$ cat src/rtl/hazard_pkg.sv
// rtl/hazard_pkg.sv - shared types, widths and helpers for hazard_flush_ctrl
package hazard_pkg;

    localparam int REG_IDX_W    = 5;
    localparam int MEM_WAIT_DEF = 5;

    typedef enum logic {
        IDLE = 1'b0,
        WAIT = 1'b1
    } mw_state_e;

    // Register 0 is hardwired, so it never produces a dependency.
    function automatic logic src_match(
        input logic [REG_IDX_W-1:0] dest,
        input logic [REG_IDX_W-1:0] src1,
        input logic [REG_IDX_W-1:0] src2,
        input logic                 two_src
    );
        return (dest != '0) && ((dest == src1) || (two_src && (dest == src2)));
    endfunction

endpackage

$ cat src/rtl/mem_wait_fsm.sv
// rtl/mem_wait_fsm.sv - freezes the pipeline for MEM_WAIT cycles per data-memory access
module mem_wait_fsm
    import hazard_pkg::*;
#(
    parameter int MEM_WAIT = MEM_WAIT_DEF
) (
    input  logic i_clk,
    input  logic i_rst,
    input  logic i_mem_req,
    output logic o_pipe_freeze,
    output logic o_mem_done
);

    localparam int CNT_W = (MEM_WAIT > 1) ? $clog2(MEM_WAIT) : 1;

    mw_state_e        r_state;
    mw_state_e        w_nxt_state;
    logic [CNT_W-1:0] r_cnt;
    logic [CNT_W-1:0] w_nxt_cnt;

    always_ff @(posedge i_clk) begin
        if (i_rst) begin
            r_state <= IDLE;
            r_cnt   <= '0;
        end else begin
            r_state <= w_nxt_state;
            r_cnt   <= w_nxt_cnt;
        end
    end

    // mem_req is not looked at in WAIT: the done cycle still belongs to the same access.
    always_comb begin
        w_nxt_state   = r_state;
        w_nxt_cnt     = r_cnt;
        o_pipe_freeze = 1'b0;
        o_mem_done    = 1'b0;
        if (!i_rst) begin
            case (r_state)
                IDLE: begin
                    if (i_mem_req) begin
                        o_pipe_freeze = 1'b1;
                        w_nxt_cnt     = CNT_W'(MEM_WAIT - 1);
                        w_nxt_state   = WAIT;
                    end
                end
                WAIT: begin
                    if (r_cnt != '0) begin
                        o_pipe_freeze = 1'b1;
                        w_nxt_cnt     = r_cnt - CNT_W'(1);
                    end else begin
                        o_mem_done  = 1'b1;
                        w_nxt_state = IDLE;
                    end
                end
                default: w_nxt_state = IDLE;
            endcase
        end
    end

endmodule

$ cat src/rtl/hazard_flush_ctrl.sv
// rtl/hazard_flush_ctrl.sv - pipeline flush/freeze control; HAZARD_FORWARDING_EN limits stalls to load-use
module hazard_flush_ctrl
    import hazard_pkg::*;
#(
    parameter int MEM_WAIT    = MEM_WAIT_DEF,
    parameter int STALL_CNT_W = 16
) (
    input  logic                   clk,
    input  logic                   rst,
    input  logic [REG_IDX_W-1:0]   id_src1,
    input  logic [REG_IDX_W-1:0]   id_src2,
    input  logic                   id_two_src,
    input  logic [REG_IDX_W-1:0]   exe_dest,
    input  logic                   exe_wb_en,
    input  logic                   exe_mem_r_en,
    input  logic [REG_IDX_W-1:0]   mem_dest,
    input  logic                   mem_wb_en,
    input  logic                   br_taken,
    input  logic                   mem_req,
    output logic                   freeze_pc,
    output logic                   freeze_if_id,
    output logic                   flush_if_id,
    output logic                   flush_id_ex,
    output logic                   pipe_freeze,
    output logic                   mem_done,
    output logic [STALL_CNT_W-1:0] stall_cycles
);

    logic                   w_lu;
    logic                   w_hazard;
    logic [STALL_CNT_W-1:0] r_stall_cycles;

    mem_wait_fsm #(
        .MEM_WAIT (MEM_WAIT)
    ) u_mem_wait_fsm (
        .i_clk         (clk),
        .i_rst         (rst),
        .i_mem_req     (mem_req),
        .o_pipe_freeze (pipe_freeze),
        .o_mem_done    (mem_done)
    );

    assign w_lu = exe_mem_r_en && exe_wb_en
               && src_match(exe_dest, id_src1, id_src2, id_two_src);

`ifdef HAZARD_FORWARDING_EN
    assign w_hazard = w_lu;
`else
    // Without forwarding every in-flight writer of a source register must retire first.
    assign w_hazard = w_lu
                   || (exe_wb_en && src_match(exe_dest, id_src1, id_src2, id_two_src))
                   || (mem_wb_en && src_match(mem_dest, id_src1, id_src2, id_two_src));
`endif

    always_comb begin
        freeze_pc   = 1'b0;
        flush_if_id = 1'b0;
        flush_id_ex = 1'b0;
        if (rst) begin
            freeze_pc = 1'b0;
        end else if (pipe_freeze) begin
            freeze_pc = 1'b1;
        end else if (br_taken) begin
            flush_if_id = 1'b1;
            flush_id_ex = 1'b1;
        end else if (w_hazard) begin
            freeze_pc   = 1'b1;
            flush_id_ex = 1'b1;
        end
        freeze_if_id = freeze_pc;
    end

    always_ff @(posedge clk) begin
        if (rst) begin
            r_stall_cycles <= '0;
        end else if (freeze_pc && (r_stall_cycles != '1)) begin
            r_stall_cycles <= r_stall_cycles + STALL_CNT_W'(1);
        end
    end

    assign stall_cycles = r_stall_cycles;

endmodule

$ cat config.mk
export PLATFORM = sky130hd
export DESIGN_NAME = hazard_flush_ctrl
export DESIGN_NICKNAME = d
export VERILOG_FILES = /design/src/rtl/hazard_pkg.sv /design/src/rtl/mem_wait_fsm.sv /design/src/rtl/hazard_flush_ctrl.sv
export SDC_FILE = /design/constraint.sdc
export NUM_CORES = 1
export LEC_CHECK = 0
export BUFFER_PORTS_ARGS = -buffer_cell sky130_fd_sc_hd__buf_2
export CORE_MARGIN = 5
export CORE_UTILIZATION = 53
export DETAILED_ROUTE_END_ITERATION = 12
export GPL_ROUTABILITY_DRIVEN = 0
export PLACE_DENSITY = 0.85
export SETUP_SLACK_MARGIN = 0.05
export SYNTH_ARGS = -nofsm -noshare
export SYNTH_HDL_FRONTEND = slang
export SYNTH_SLANG_ARGS = --single-unit
$ cat constraint.sdc
create_clock -name clk -period 4.65 [get_ports clk]
set_input_delay 0.465 -clock clk [delete_from_list [all_inputs] [get_ports clk]]
set_output_delay 0.465 -clock clk [all_outputs]
set_load 0.02 [all_outputs]
==> out/metrics.cfg, run 1 <==
[outcome]
status = completed

[min_path]
hold_class = in2reg
holdPathEnd = u_mem_wait_fsm.r_cnt[2]
worstHoldStart = mem_req
min_path_cells = 3

[global_routing]
grt_pass1_vias = 1277
grt.met2_usage_pct = 33.4
gr-max-usage-layer = met2
grtUsageTotal_pct = 18.6
grt_overflow = 0
use_met3_pct = 5.74
grt_first_pass_wirelength_microns = 5230
antenna_found_initial = 0
grt_max_degree = 30
grtUsageMet1_pct = 21.2

[setup_path]
rr_worst_depth = 10
cp-start-kind = primary input
ff2ff_setup_slack_ns = 2.14
cp_max_fo = 18
reg2reg_to = stall_cycles[14]
cp.arrival_ns = 2.51
path_class = in2out
cp-end-kind = primary output
r2r_start = u_mem_wait_fsm.r_cnt[0]
required_ns = 4.18

[clock_tree]
post_cts_resized = 0
max-clock-path-buffers = 2
clkSinkCount = 20
cts_tree = yes
post-cts-setup-buffers = 0
htreeDepth = 1
ctsHoldBuffers = 0
clk_pin_slew_worst_paths_ns = 0.11
clockRootBuffer = clkbuf_4
clock_latency_ns = 0.31
cts_made_buffers = 3

[die]
initial_utilization_pct = 55.4
dieArea_sq_mm = 0.00368
rows = 18
die_width_microns = 60.6
ios = 50
fp.dieH_microns = 60.6
fp.coreArea_sq_mm = 0.00245

[logic_synthesis]
yosys_most_used_dff = dfxtp_1
synthTopCellsByCount = 20 x dfxtp_1, 15 x xor2_1, 14 x nor2_1, 12 x a21oi_1, 9 x nand3_1
synth_async_sr_flop_share_pct = 0
synth.ff_latch_count = 20
synth_area_sq_mm = 0.00136
yosys.area.top_type_share_pct = 29.5
yosysTopAreaCell = dfxtp_1
synth_fp_nets = 197
synth-edff-count = 0
ys_warn_count = 0
synth.yosys.seq_area_share_pct = 29.5
synthCells = 166
synth.avg_cell_area_sq_um = 8.19
synth.distinct_cells = 44
synth_most_common_cell = dfxtp_1
synth_area_leaders = dfxtp_1 29%, xor2_1 9.7%, a21oi_1 4.4%, mux2_2 4.1%, nor2_1 3.9%

[power_and_ir_drop]
power.density_mw_per_mm2 = 207
switchingPower_mw = 0.100
combPwrFrac_pct = 21.9
ir_drop_uv = 227
seqPwrFrac_pct = 53.0
swShare_pct = 29.8
p_leak_nw = 0.714
clock_power_share_pct = 25.1
p_int_mw = 0.236

[job]
drv_cap = 0

[final_layout]
drive_above_1_share_pct = 30.0
num-fill-cells = 207
syn2layout_area_growth_pct = 19.2
antenna_cells = 0
fin_nets = 243

[placement]
preCtsSetupSlack_ns = 1.72
dp_hpwl_microns = 2550
portBuffers = 48

[sta]
fin_crit_sh_pct = 64.0
worst_pin_slew_ns = 0.501
max_freq_mhz = 336
setup_viol = 0
hold_viol_final = 0
rsz0062_at_grt = false
slew_violations = 0
fin_ws_ns = 1.67
relSlewSlack_pct = 66.4
skew_ns = 0.00391
setup_tns_ns = 0
fin_crit_ns = 2.98

[detailed_routing]
num_vias = 1358
ant_nets = 0
drt_pass1_iterations = 4
via_per_inst = 5.66
drc = 0
drt_iter0_markers = 59
routedWlPerCell_microns = 13.6
finalWirelength_microns = 3250

state kept, by name, summed over array words and instances (netlist names):
name and count:
stall_cycles 16, u_mem_wait_fsm.r_cnt 3, u_mem_wait_fsm.r_state 1
worst max-delay path, cell delays in order:
cell and delay [ns]:
buf_2 0.12, or4_1 0.51, o21ai_0 0.22, o32a_1 0.19
o21a_2 0.24, clkinv_1 0.44, buf_2 0.33
per-layer routing:
metal | share of wire [%] | vias up
met5 | 0 | -
met3 | 8.0 | 4
met4 | 0.83 | 0
met2 | 49 | 56
met1 | 42 | 609
li1 | - | 689
per-stage QoR:
step / total power, mW / cells / instance area, sq um / util (%) / hold WS [ns]
4_1_cts: 0.339 / 240 / 1620 / 66.0 / 0.440
5_1_grt: 0.352 / 240 / 1620 / 66.0 / 0.452
2_1_floorplan: 0.229 / 166 / 1360 / - / 0.454
3_3_place_gp: 0.251 / 237 / 1600 / 65.0 / 0.461
3_5_place_dp: 0.255 / 237 / 1600 / 65.0 / 0.469
6_report: 0.336 / 240 / 1620 / 66.0 / 0.446
power groups by stage:
| stage | logic (mW) | registers, mW | clock network, mW |
|---|---|---|---|
| 5_1_grt | 0.0816 | 0.179 | 0.0918 |
| 4_1_cts | 0.0732 | 0.178 | 0.0875 |
| 6_report | 0.0735 | 0.178 | 0.0843 |
| 3_5_place_dp | 0.0729 | 0.182 | 0 |
| 3_3_place_gp | 0.0698 | 0.181 | 0 |
| 2_1_floorplan | 0.0466 | 0.183 | 0 |
cell usage in the layout (no fill, tap or decap), types with 2 or more instances in the layout:
master / n
nor4_1: 2
or4b_1: 2
and3_1: 5
nor2_1: 14
o41ai_1: 2
a41o_1: 3
xnor2_1: 5
nor3_1: 7
nor2b_1: 6
nand3_1: 9
or3_1: 2
buf_2: 48
nand2_1: 7
mux2_2: 5
ha_1: 3
a31o_2: 2
and2_1: 2
a311oi_1: 2
clkbuf_4: 3
nand2b_1: 3
a21oi_1: 12
o21ai_0: 5
dfxtp_1: 20
or4_1: 2
inv_1: 8
xor2_1: 15
nand4_1: 2
worst max-delay path by stage:
stage                                 start           end  slack [ns]  depth (start not counted)
floorplan                       exe_dest[0]     freeze_pc        2.18                          7
global placement                exe_dest[0]     freeze_pc        1.76                          7
detailed placement              exe_dest[0]     freeze_pc        1.72                          7
CTS                             exe_dest[0]     freeze_pc        1.72                          7
global route        u_mem_wait_fsm.r_cnt[0]     freeze_pc        1.49                          9
finish                          exe_dest[0]  freeze_if_id        1.67                          7
logic make-up after synthesis:
logic type      Yosys count  synth area share, %
compound gates           32                 16.3
simple gates             69                 28.3
buf+inv                  16                 5.43
fa+ha+maj                 3                 2.76
xor+xnor                 20                 12.9
mux                       6                 4.88
flops                    20                 29.5
final cells by class:
| cell class | count | area, sq um | area share (%) |
|---|---|---|---|
| multi-input cells | 130 | 885 | 54.6 |
| flip-flops and latches | 20 | 400 | 24.7 |
| repair buffers | 48 | 240 | 14.8 |
| well taps | 30 | 37.5 | 2.32 |
| inverters | 9 | 33.8 | 2.09 |
| clock buffers | 3 | 22.5 | 1.39 |
Note: power is estimated with default switching activity, not from simulation.
==> inputs of run 2 (changes only) <==
Settings changed: CORE_UTILIZATION 53 to 44, PLACE_DENSITY 0.85 to 0.75.
Clock period 4.65 ns to 2.6 ns, I/O delays scaled along.
==> run 2 against run 1 <==
Non-clock buffer count increased by 6. Critical path type is now reg2out. Critical path depth increased by 3. Count of clock-buffer cells in the layout increased by 1. Register-to-register slack got worse by 1.9 ns. Global-route usage decreased by 3.4 points.
==> out/metrics.cfg, run 2 (synthesized netlist as in run 1, its figures left out) <==
[power_and_ir_drop]
seqPwrFrac_pct = 49.3
ir_drop_uv = 128
p_int_mw = 0.459
combPwrFrac_pct = 21.3
p_leak_nw = 0.751
swShare_pct = 28.9
power.density_mw_per_mm2 = 381
switchingPower_mw = 0.186
clock_power_share_pct = 29.4

[sta]
setup_tns_ns = 0
setup_viol = 0
fin_crit_ns = 2.42
fin_crit_sh_pct = 92.9
whs_ns = 0.213
max_freq_mhz = 414
worst_pin_slew_ns = 0.491
slew_violations = 0
skew_ns = 0.00364
rsz0062_at_grt = false
relSlewSlack_pct = 67.1
hold_viol_final = 0

[setup_path]
cp.arrival_ns = 2.16
slowest_stage = dfxtp_1
path_class = reg2out
cp-start-kind = register
cp-end-kind = primary output
required_ns = 2.34
cpPeakStageDelay_ns = 0.34
crit_family = buffers and inverters
cp_num_buf_inv = 4
worstPathCellList = inv_1 > ha_1 > nand2b_1 > nand2_1 > and2_2 > o32a_1 > o21a_4 > clkinvlp_4 > buf_4 > buf_2
cp_max_fo = 11

[placement]
dp_hpwl_microns = 2450
portBuffers = 48

[final_layout]
drive_above_1_share_pct = 33.2
largest_register_ffs = 16
fin_nets = 249
syn2layout_area_growth_pct = 24.6
antenna_cells = 0
layout_common_cells = 48 x buf_2, 20 x dfxtp_1, 15 x xor2_1
layout.cells.most_common = buf_2

[clock_tree]
clock_latency_ns = 0.31
clkSinkCount = 20
ctsHoldBuffers = 0
clockRootBuffer = clkbuf_4
clk_pin_slew_worst_paths_ns = 0.12
cts_tree = yes
cts_made_buffers = 3
post-cts-setup-buffers = 0
max-clock-path-buffers = 2
post_cts_resized = 0
htreeDepth = 1

[detailed_routing]
wl_met2_microns = 1460
drc = 0
ant_nets = 0
route.met3.wl_microns = 215
drt_pass1_iterations = 4
routedWlPerCell_microns = 12.7
drt_iter0_markers = 68
finalWirelength_microns = 3180
wl_met1_microns = 1430
maxUsedRoutingLayer = met4
via_per_inst = 5.50
num_vias = 1375

[outcome]
status = completed

[global_routing]
antenna_found_initial = 0
grt_first_pass_wirelength_microns = 5250
grt_overflow = 0
grt_pass1_vias = 1253
grtUsageTotal_pct = 15.1
grt_max_degree = 29

[die]
fp.coreArea_sq_mm = 0.00300
ios = 50
fp.dieH_microns = 65.6
dieArea_sq_mm = 0.00430
rows = 20
die_width_microns = 65.6
initial_utilization_pct = 45.2

[min_path]
hold_class = in2reg

[job]
drv_cap = 0

## run 2: cell count changes in the layout (fill, tap and decap cells not counted)
cell / change
clkbuf_8: +1
clkinvlp_4: +1
buf_4: +6
o21a_2: -1
and2_1: -1
and2_2: +1
o21a_4: +1
clkinv_1: -1
## run 2: path summary, 6_finish.rpt
path,from,to,slack (ns),cells after the start
worst min register to register,stall_cycles[4],stall_cycles[4],0.49,1
worst max register to register,stall_cycles[8],stall_cycles[5],0.27,6
worst max-delay path,u_mem_wait_fsm.r_cnt[0],freeze_pc,0.18,10
worst min-delay path,mem_req,u_mem_wait_fsm.r_cnt[2],0.21,3
## run 2: worst min-delay path, stage by stage
cell and delay, ns:
buf_2 0.09, nand2b_1 0.07, a21oi_1 0.06
## run 2: cell type report
type	instances	area, sq um
inverters	9	37.5
fillers	300	1310
repair buffers	54	285
well taps	33	41.3
multi-input cells	130	892
flip-flops and latches	20	400
clock buffers	4	36.3
## run 2: power groups by stage
stage / sequential, mW / clock [mW] / combinational, mW
floorplan: 0.326 / 0 / 0.0834
global placement: 0.325 / 0 / 0.133
detailed placement: 0.325 / 0 / 0.136
CTS: 0.318 / 0.193 / 0.136
global route: 0.319 / 0.207 / 0.151
finish: 0.318 / 0.190 / 0.138
## run 2: routing by layer
metal	vias up	GRT usage (%)
met2	52	26.0
met5	-	0
met3	7	1.71
met4	0	6.74
li1	701	-
met1	615	18.8
## run 2: through the flow
| step | worst slack (ns) | power, mW | cell area (sq um) | util (%) | cells |
|---|---|---|---|---|---|
| floorplan | 0.390 | 0.410 | 1360 | - | 166 |
| global placement | 0.274 | 0.457 | 1650 | 54.8 | 246 |
| detailed placement | 0.252 | 0.460 | 1650 | 54.8 | 246 |
| CTS | 0.0515 | 0.647 | 1680 | 56.0 | 250 |
| global route | 0.0810 | 0.678 | 1690 | 56.4 | 250 |
| finish | 0.184 | 0.645 | 1690 | 56.4 | 250 |
==> inputs of run 3 (changes only) <==
Settings changed: CORE_ASPECT_RATIO from default to 0.5.
==> run 3 against run 2 <==
Worst setup slack gained 0.051 ns. Via count shrank 1.7%. Final area grew 0.22%. Sequential power is essentially flat. Final cell count grew 1.6%. Total power grew 1.3%. Global-route usage is essentially flat. Largest cell class unchanged.
==> out/metrics.cfg, run 3 (synthesized netlist as in run 1, its figures left out) <==
[sta]
setup_tns_ns = 0
rsz0062_at_grt = false
skew_ns = 0.00336
worst_pin_slew_ns = 0.497
slew_violations = 0
setup_viol = 0
max_freq_mhz = 423
relSlewSlack_pct = 66.7
hold_viol_final = 0
fin_crit_ns = 2.37
fin_crit_sh_pct = 91.0

[power_and_ir_drop]
power.density_mw_per_mm2 = 385
p_leak_nw = 0.742
ir_drop_uv = 209

[placement]
portBuffers = 48
dp_hpwl_microns = 2520
dpl-instance-area_sq_mm = 0.00164

[min_path]
holdPathEnd = u_mem_wait_fsm.r_cnt[2]
hold_class = in2reg
worstHoldStart = mem_req
min_path_cells = 3

[die]
fp.coreArea_sq_mm = 0.00298
ios = 50
initial_utilization_pct = 45.6
die_width_microns = 88.6
dieArea_sq_mm = 0.00437
rows = 14
fp.dieH_microns = 49.3

[clock_tree]
clock_latency_ns = 0.25
clk_pin_slew_worst_paths_ns = 0.07
ctsHoldBuffers = 0
clkSinkCount = 20
clockRootBuffer = clkbuf_8
post_cts_resized = 0
cts_made_buffers = 3
post-cts-setup-buffers = 0
htreeDepth = 1
max-clock-path-buffers = 2
cts_tree = yes

[global_routing]
grt_overflow = 0
grt_max_degree = 28
grtUsageTotal_pct = 15.1
grt_pass1_vias = 1280
antenna_found_initial = 0
grt_first_pass_wirelength_microns = 5400

[setup_path]
r2r_start = stall_cycles[6]
path_class = reg2out
required_ns = 2.34
cpPeakStageDelay_ns = 0.33
ff2ff_setup_slack_ns = 0.34
rr_worst_depth = 6
slowest_stage = dfxtp_1
reg2reg_to = stall_cycles[5]
cp.arrival_ns = 2.11
cp-end-kind = primary output
cp_max_fo = 11
worstPathCellList = inv_1 > ha_1 > nand2b_1 > nand2_1 > and2_2 > o32a_1 > o21a_4 > clkinvlp_4 > buf_4 > buf_2
cp-start-kind = register

[detailed_routing]
finalWirelength_microns = 3190
via_per_inst = 5.32
drt_iter0_markers = 61
ant_nets = 0
drt_pass1_iterations = 4
routedWlPerCell_microns = 12.5
drc = 0
num_vias = 1352

[final_layout]
design_area_sq_mm = 0.00170
antenna_cells = 0
layout.cells.most_common = buf_2
num-fill-cells = 291
fin_nets = 247
syn2layout_area_growth_pct = 24.9
drive_above_1_share_pct = 32.7
largest_register_ffs = 16
layout_common_cells = 48 x buf_2, 20 x dfxtp_1, 15 x xor2_1

[outcome]
status = completed

[job]
drv_cap = 0

run 3: stage by stage:
stage                     power (mW)  cells  worst slack [ns]  hold WS (ns)  utilization [%]
after floorplan                0.410    166             0.390         0.425                -
after global placement         0.457    251             0.238         0.465             55.0
after detailed placement       0.461    251             0.181         0.473             55.0
after CTS                      0.659    254            0.0787         0.279             56.4
after global routing           0.692    254            0.0812         0.325             57.0
final                          0.653    254             0.235         0.283             57.0
run 3: area by class of cell:
cell class | instances | area (sq um) | share of cell area (%)
Tap cell | 40 | 50.0 | 2.95
Multi-Input combinational cell | 130 | 897 | 52.9
Timing Repair Buffer | 52 | 270 | 15.9
Sequential cell | 20 | 400 | 23.6
Clock buffer | 3 | 41.3 | 2.43
Inverter | 9 | 37.5 | 2.21
run 3: routing by layer:
metal  track usage (%)  part of all wire [%]
met4              3.27                   1.3
met5                 0                     0
met2              25.9                    46
met3              3.88                   5.9
met1              19.0                    47
run 3: worst max path at each step:
stage | endpoint | slack, ns | startpoint
finish | freeze_if_id | 0.23 | u_mem_wait_fsm.r_cnt[0]
global placement | freeze_pc | 0.24 | exe_dest[0]
detailed placement | stall_cycles[2] | 0.18 | exe_dest[0]
CTS | freeze_if_id | 0.08 | u_mem_wait_fsm.r_cnt[0]
floorplan | stall_cycles[2] | 0.39 | stall_cycles[6]
global route | freeze_if_id | 0.08 | u_mem_wait_fsm.r_cnt[0]
run 3: where the power goes:
group	switching (mW)	leakage (nW)	total, mW	internal, mW
Clock	0.0925	0.0216	0.195	0.103
Sequential	0.00571	0.162	0.318	0.313
Combinational	0.0787	0.559	0.139	0.0607
Total	0.177	0.742	0.653	0.476
run 3: worst max-delay path, delay by kind of cell, from the launching register on:
family,cells,cell delay [ns]
buf+inv,4,0.59
compound gates,2,0.39
simple gates,3,0.38
flops,1,0.33
fa+ha+maj,1,0.16
